[config.mk]
export PLATFORM = sky130hd
export DESIGN_NAME = serial_addsub_flat
export DESIGN_NICKNAME = d
export VERILOG_FILES = /design/src/rtl/serial_arith_pkg.sv /design/src/rtl/serial_addsub_if.sv /design/src/rtl/fa_fs_cell.sv /design/src/rtl/serial_addsub.sv /design/src/flat_wrapper.sv
export SDC_FILE = /design/constraint.sdc
export NUM_CORES = 1
export LEC_CHECK = 0
export CAP_MARGIN = 10
export CORE_AREA = 2 2 67 69
export DETAILED_ROUTE_END_ITERATION = 8
export DIE_AREA = 0 0 69 71
export DONT_BUFFER_PORTS = 1
export PLACE_DENSITY = 0.53
export SLEW_MARGIN = 20
export SYNTH_ARGS = -nofsm -noshare
export SYNTH_HDL_FRONTEND = slang
export SYNTH_HIERARCHICAL = 1
export SYNTH_SLANG_ARGS = --single-unit
[constraint.sdc]
create_clock -name clk -period 2.2 [get_ports clk]
set_input_delay 0.44 -clock clk [delete_from_list [all_inputs] [get_ports clk]]
set_output_delay 0.44 -clock clk [all_outputs]
set_load 0.005 [all_outputs]
[src/rtl/serial_arith_pkg.sv]
// Shared types and constants for the bit-serial adder/subtractor.
package serial_arith_pkg;

    typedef enum logic [1:0] {
        IDLE = 2'd0,
        RUN  = 2'd1,
        DONE = 2'd2
    } state_t;

    localparam logic MODE_ADD = 1'b0;
    localparam logic MODE_SUB = 1'b1;

    // Counter must hold 0..width so it never wraps on the final bit.
    function automatic int cnt_width(input int width);
        return $clog2(width + 1);
    endfunction

endpackage

[src/rtl/serial_addsub_if.sv]
// Operand-in / result-out handshake bundle for serial_addsub.
interface serial_addsub_if #(
    parameter int WIDTH = 8
);
    logic             in_valid;
    logic             in_ready;
    logic [WIDTH-1:0] a;
    logic [WIDTH-1:0] b;
    logic             sub;
    logic             out_valid;
    logic             out_ready;
    logic [WIDTH-1:0] result;
    logic             cout;
    logic             ovf;

    modport master (
        output in_valid, a, b, sub, out_ready,
        input  in_ready, out_valid, result, cout, ovf
    );

    modport slave (
        input  in_valid, a, b, sub, out_ready,
        output in_ready, out_valid, result, cout, ovf
    );
endinterface

[src/rtl/fa_fs_cell.sv]
// One-bit full adder / full subtractor; mode selects carry or borrow logic.
module fa_fs_cell
    import serial_arith_pkg::*;
(
    input  logic x,
    input  logic y,
    input  logic cin,
    input  logic mode,
    output logic s,
    output logic cout
);
    always_comb begin
        s = x ^ y ^ cin;
        if (mode == MODE_SUB) begin
            cout = (~x & y) | (~x & cin) | (y & cin);
        end else begin
            cout = (x & y) | (x & cin) | (y & cin);
        end
    end
endmodule

[src/rtl/serial_addsub.sv]
// Bit-serial add/subtract: LSB first through one cell with a registered carry/borrow.
//  state | meaning
//  IDLE  | ready for operands
//  RUN   | one bit per cycle through the cell
//  DONE  | result presented until out_ready
module serial_addsub
    import serial_arith_pkg::*;
#(
    parameter int WIDTH = 8
) (
    input logic           clk,
    input logic           rst,
    serial_addsub_if.slave bus
);
    localparam int CW = cnt_width(WIDTH);

    state_t           state_q, state_d;
    logic [WIDTH-1:0] a_sr, b_sr, res_sr;
    logic [CW-1:0]    cnt_q;
    logic             mode_q, carry_q, a_msb_q, b_msb_q;
    logic             cell_s, cell_c;
    logic             accept, last_bit;
    logic             in_ready_c, out_valid_c;

    fa_fs_cell u_cell (
        .x    (a_sr[0]),
        .y    (b_sr[0]),
        .cin  (carry_q),
        .mode (mode_q),
        .s    (cell_s),
        .cout (cell_c)
    );

    assign accept   = (state_q == IDLE) && bus.in_valid;
    assign last_bit = (cnt_q == CW'(WIDTH - 1));

    always_comb begin
        state_d     = state_q;
        in_ready_c  = 1'b0;
        out_valid_c = 1'b0;
        case (state_q)
            IDLE: begin
                in_ready_c = 1'b1;
                if (bus.in_valid) state_d = RUN;
            end
            RUN: begin
                if (last_bit) state_d = DONE;
            end
            DONE: begin
                out_valid_c = 1'b1;
                if (bus.out_ready) state_d = IDLE;
            end
            default: state_d = IDLE;
        endcase
    end

    always_ff @(posedge clk) begin
        if (rst) begin
            state_q <= IDLE;
            a_sr    <= '0;
            b_sr    <= '0;
            res_sr  <= '0;
            cnt_q   <= '0;
            mode_q  <= MODE_ADD;
            carry_q <= 1'b0;
            a_msb_q <= 1'b0;
            b_msb_q <= 1'b0;
        end else begin
            state_q <= state_d;
            if (accept) begin
                a_sr    <= bus.a;
                b_sr    <= bus.b;
                mode_q  <= bus.sub;
                a_msb_q <= bus.a[WIDTH-1];
                b_msb_q <= bus.b[WIDTH-1];
                carry_q <= 1'b0;
                cnt_q   <= '0;
            end else if (state_q == RUN) begin
                a_sr    <= a_sr >> 1;
                b_sr    <= b_sr >> 1;
                res_sr  <= {cell_s, res_sr[WIDTH-1:1]};
                carry_q <= cell_c;
                cnt_q   <= cnt_q + 1'b1;
            end
        end
    end

    // Overflow uses operand MSBs captured at accept, since the shift registers are drained by then.
    assign bus.in_ready  = in_ready_c & ~rst;
    assign bus.out_valid = out_valid_c;
    assign bus.result    = res_sr;
    assign bus.cout      = carry_q;
    assign bus.ovf       = out_valid_c & (res_sr[WIDTH-1] != a_msb_q) &
                           ((mode_q == MODE_SUB) ? (a_msb_q != b_msb_q) : (a_msb_q == b_msb_q));
endmodule
[src/flat_wrapper.sv]
// flat-port wrapper written by rule: the top's interface ports become plain ports
module serial_addsub_flat import serial_arith_pkg::*;
#(
    parameter int WIDTH = 8
)
  (clk, rst, bus_in_valid, bus_a, bus_b, bus_sub, bus_out_ready, bus_in_ready, bus_out_valid, bus_result, bus_cout, bus_ovf);
  serial_addsub_if #(.WIDTH(WIDTH)) bus_i ();
  input logic clk;
  input logic rst;
  input wire logic [$bits(bus_i.in_valid)-1:0] bus_in_valid;
  input wire logic [$bits(bus_i.a)-1:0] bus_a;
  input wire logic [$bits(bus_i.b)-1:0] bus_b;
  input wire logic [$bits(bus_i.sub)-1:0] bus_sub;
  input wire logic [$bits(bus_i.out_ready)-1:0] bus_out_ready;
  output wire logic [$bits(bus_i.in_ready)-1:0] bus_in_ready;
  output wire logic [$bits(bus_i.out_valid)-1:0] bus_out_valid;
  output wire logic [$bits(bus_i.result)-1:0] bus_result;
  output wire logic [$bits(bus_i.cout)-1:0] bus_cout;
  output wire logic [$bits(bus_i.ovf)-1:0] bus_ovf;
  assign bus_i.in_valid = bus_in_valid;
  assign bus_i.a = bus_a;
  assign bus_i.b = bus_b;
  assign bus_i.sub = bus_sub;
  assign bus_i.out_ready = bus_out_ready;
  assign bus_in_ready = bus_i.in_ready;
  assign bus_out_valid = bus_i.out_valid;
  assign bus_result = bus_i.result;
  assign bus_cout = bus_i.cout;
  assign bus_ovf = bus_i.ovf;
  serial_addsub #(.WIDTH(WIDTH)) u_core (.clk(clk), .rst(rst), .bus(bus_i));
endmodule
==> run metrics <==
Simple-Gate Fraction of Synth Area about a quarter; HPWL after DPL about 2400 microns; post-synthesis mux area share 1.24%; PortBufs 0; Root Buffer clkbuf_8; Yosys Warn Count 6; Synth cell types 28; sequential cell area fraction in the yosys report 42.0%; synthesized area 1620 sq um; transition time of the tightest slew-check pin between 400 and 500 ps; Post-CTS Resized 0; RePlAce Congestion 0.738; minimum clock period 1930 ps; Slew Limit Fails 0; core box area 4200 sq um; CTS Hold Bufs 0; die width approximately 69 microns; Synth area leaders dfxtp_1 42%, a21oi_1 12%, nor2_1 7.2%; CP Max Fanout 21; CTS Buf Count 5; cell taking the most area after synthesis dfxtp_1; pwr dens 754 nW/um^2; buffer count from post-CTS setup fixing 0; Antenna Cells 0; Final Hold Fails 0; top-area cell type share of the netlist area 42.0%; Setup CP Type register to output port; final WL 3550 microns; Syn Inst Count 206; Longest Clk Path Bufs 2; io pins 33; Vias 1,354; H-tree lvl count 2; Iter 0 DRT Violations 68; CTS tree done; Die Height roughly 71 microns; R2R Setup Slk about 600 ps; Synth Area in Adders under 10%; ys async rst share 0%; final period utilization 87.6%; number of enable flip-flop cells after synthesis 0; initial antenna violation count 0; HP Class input pin to register; Setup TNS Final 0 ps; Die Area 4900 sq um; FMAX just over 500 MHz; crit path capture type output port; Compound-Gate Fraction of Synth Area 21.5%; GRT Util Overall 15.3%; clk_lat worst skew approximately 280 ps; status finished clean; Leak Pwr between 0.0006 and 0.0007 uW; Power Total 1310 uW; Final Skew 5.41 ps; element type at the critical path start register; # Max-Cap Violations 0; Wirelength per Cell 13.9 microns; largest net degree at the start of global routing 32; post-synthesis xor/xnor area fraction 2.16%; Commonest cells post-synth 39 x a21oi_1, 34 x dfxtp_1, 31 x nor2_1; RSZ-0062 raised after global routing no; TritonRoute pass-1 iters 4; final net count 227; vias in the first global route 1,380; Detail Route Antenna Nets 0; area delta synth->final 7.41%; Data required, critical path between 1500 and 2000 ps; maximum vdd drop 292 uV; largest family of logic cells by synthesized area simple AND/OR/NAND/NOR gates; clock sink count 34; grt total ovfl 0; DRC viols 0; initial core utilization 38.5%; synthesized flop and latch total 34; Top FF cell, synth dfxtp_1; mean area per synthesized cell 7.87 sq um; num rows 24; layout cells sized above 1 6.37%; first-pass GRT wire length roughly 6100 microns; Slew Limit Headroom 67.4%; Worst-path clk slew about 70 ps; Setup-failing EPs final 0; vias per inst 5.29; syn nets 230; most frequent cell after synthesis a21oi_1; Arrival @ worst endpoint 1490 ps
-- placed cells by master, fill, tap and decap left out, types with 5 or more instances in the layout --
master,n
inv_1,11
nor3_1,6
nand2_1,22
clkbuf_8,6
dfxtp_1,34
o221a_1,9
a21oi_1,39
or3b_1,5
nor2_1,31
nand2b_1,9
-- worst max-delay path: stages, from the launching register on --
cell      delay, ps
dfxtp_1         580
buf_4           320
nand2b_1        140
nor2_1          160
-- sequential cells by signal (all words and copies together), names as in the netlist --
| register | count |
|---|---|
| u_core/a_sr | 8 |
| u_core/b_sr | 8 |
| u_core/bus.result | 8 |
| u_core/cnt_q | 4 |
| u_core/state_q | 2 |
| u_core/a_msb_q | 1 |
| u_core/b_msb_q | 1 |
| u_core/bus.cout | 1 |
| u_core/mode_q | 1 |
-- final timing paths --
| path | to | from | cells past startpoint |
|---|---|---|---|
| hold / removal | u_core/bus.result[0] | rst | 1 |
| setup / recovery | bus_ovf | u_core/state_q[1] | 3 |
| setup reg to reg | u_core/cnt_q[3] | u_core/state_q[0] | 3 |
| hold reg to reg | u_core/bus.result[0] | u_core/bus.result[0] | 2 |
-- logic make-up (layout without fill, tap and decap cells) --
| group | count (synthesis) | after routing |
|---|---|---|
| AOI/OAI and AO/OA | 56 | 56 |
| xor gates and xnor gates | 4 | 4 |
| adders and majority gates | 3 | 3 |
| buffers and inverters | 25 | 23 |
| DFF | 34 | 34 |
| muxes | 2 | 2 |
| and+or+nand+nor | 82 | 82 |
-- per-layer routing --
layer | track usage [%] | part of all wire, % | up-vias
met4 | 3.27 | 0.20 | 0
met2 | 26.1 | 47 | 39
met1 | 18.5 | 46 | 628
met3 | 5.70 | 5.9 | 2
met5 | 0 | 0 | -
li1 | - | - | 685
-- stage by stage --
step / util [%] / area [sq um] / std cells / setup WS (ps) / hold WS [ps]
finish: 41.4 / 1740 / 256 / 272 / 224
global route: 41.4 / 1740 / 256 / 145 / 208
CTS: 41.4 / 1740 / 256 / 261 / 207
detailed placement: 39.2 / 1650 / 248 / 578 / 466
global placement: 39.2 / 1650 / 248 / 640 / 457
floorplan: - / 1620 / 206 / 864 / 449
-- layout make-up --
cell class	instances	area, sq um
Inverter	12	45.0
Multi-Input combinational cell	147	836
Clock buffer	7	86.3
Fill cell	450	2460
Clock inverter	1	5.00
Timing Repair Buffer	3	22.5
Sequential cell	34	681
Tap cell	52	65.1
-- where the power goes --
group	leakage (uW)	switching, uW	internal [uW]	total [uW]
Clock	0.0000482	223	252	475
Combinational	0.000332	77.6	71.6	149
Sequential	0.000279	34.6	653	688
Total	0.000659	335	977	1310
Note: power is estimated with default switching activity, not from simulation.
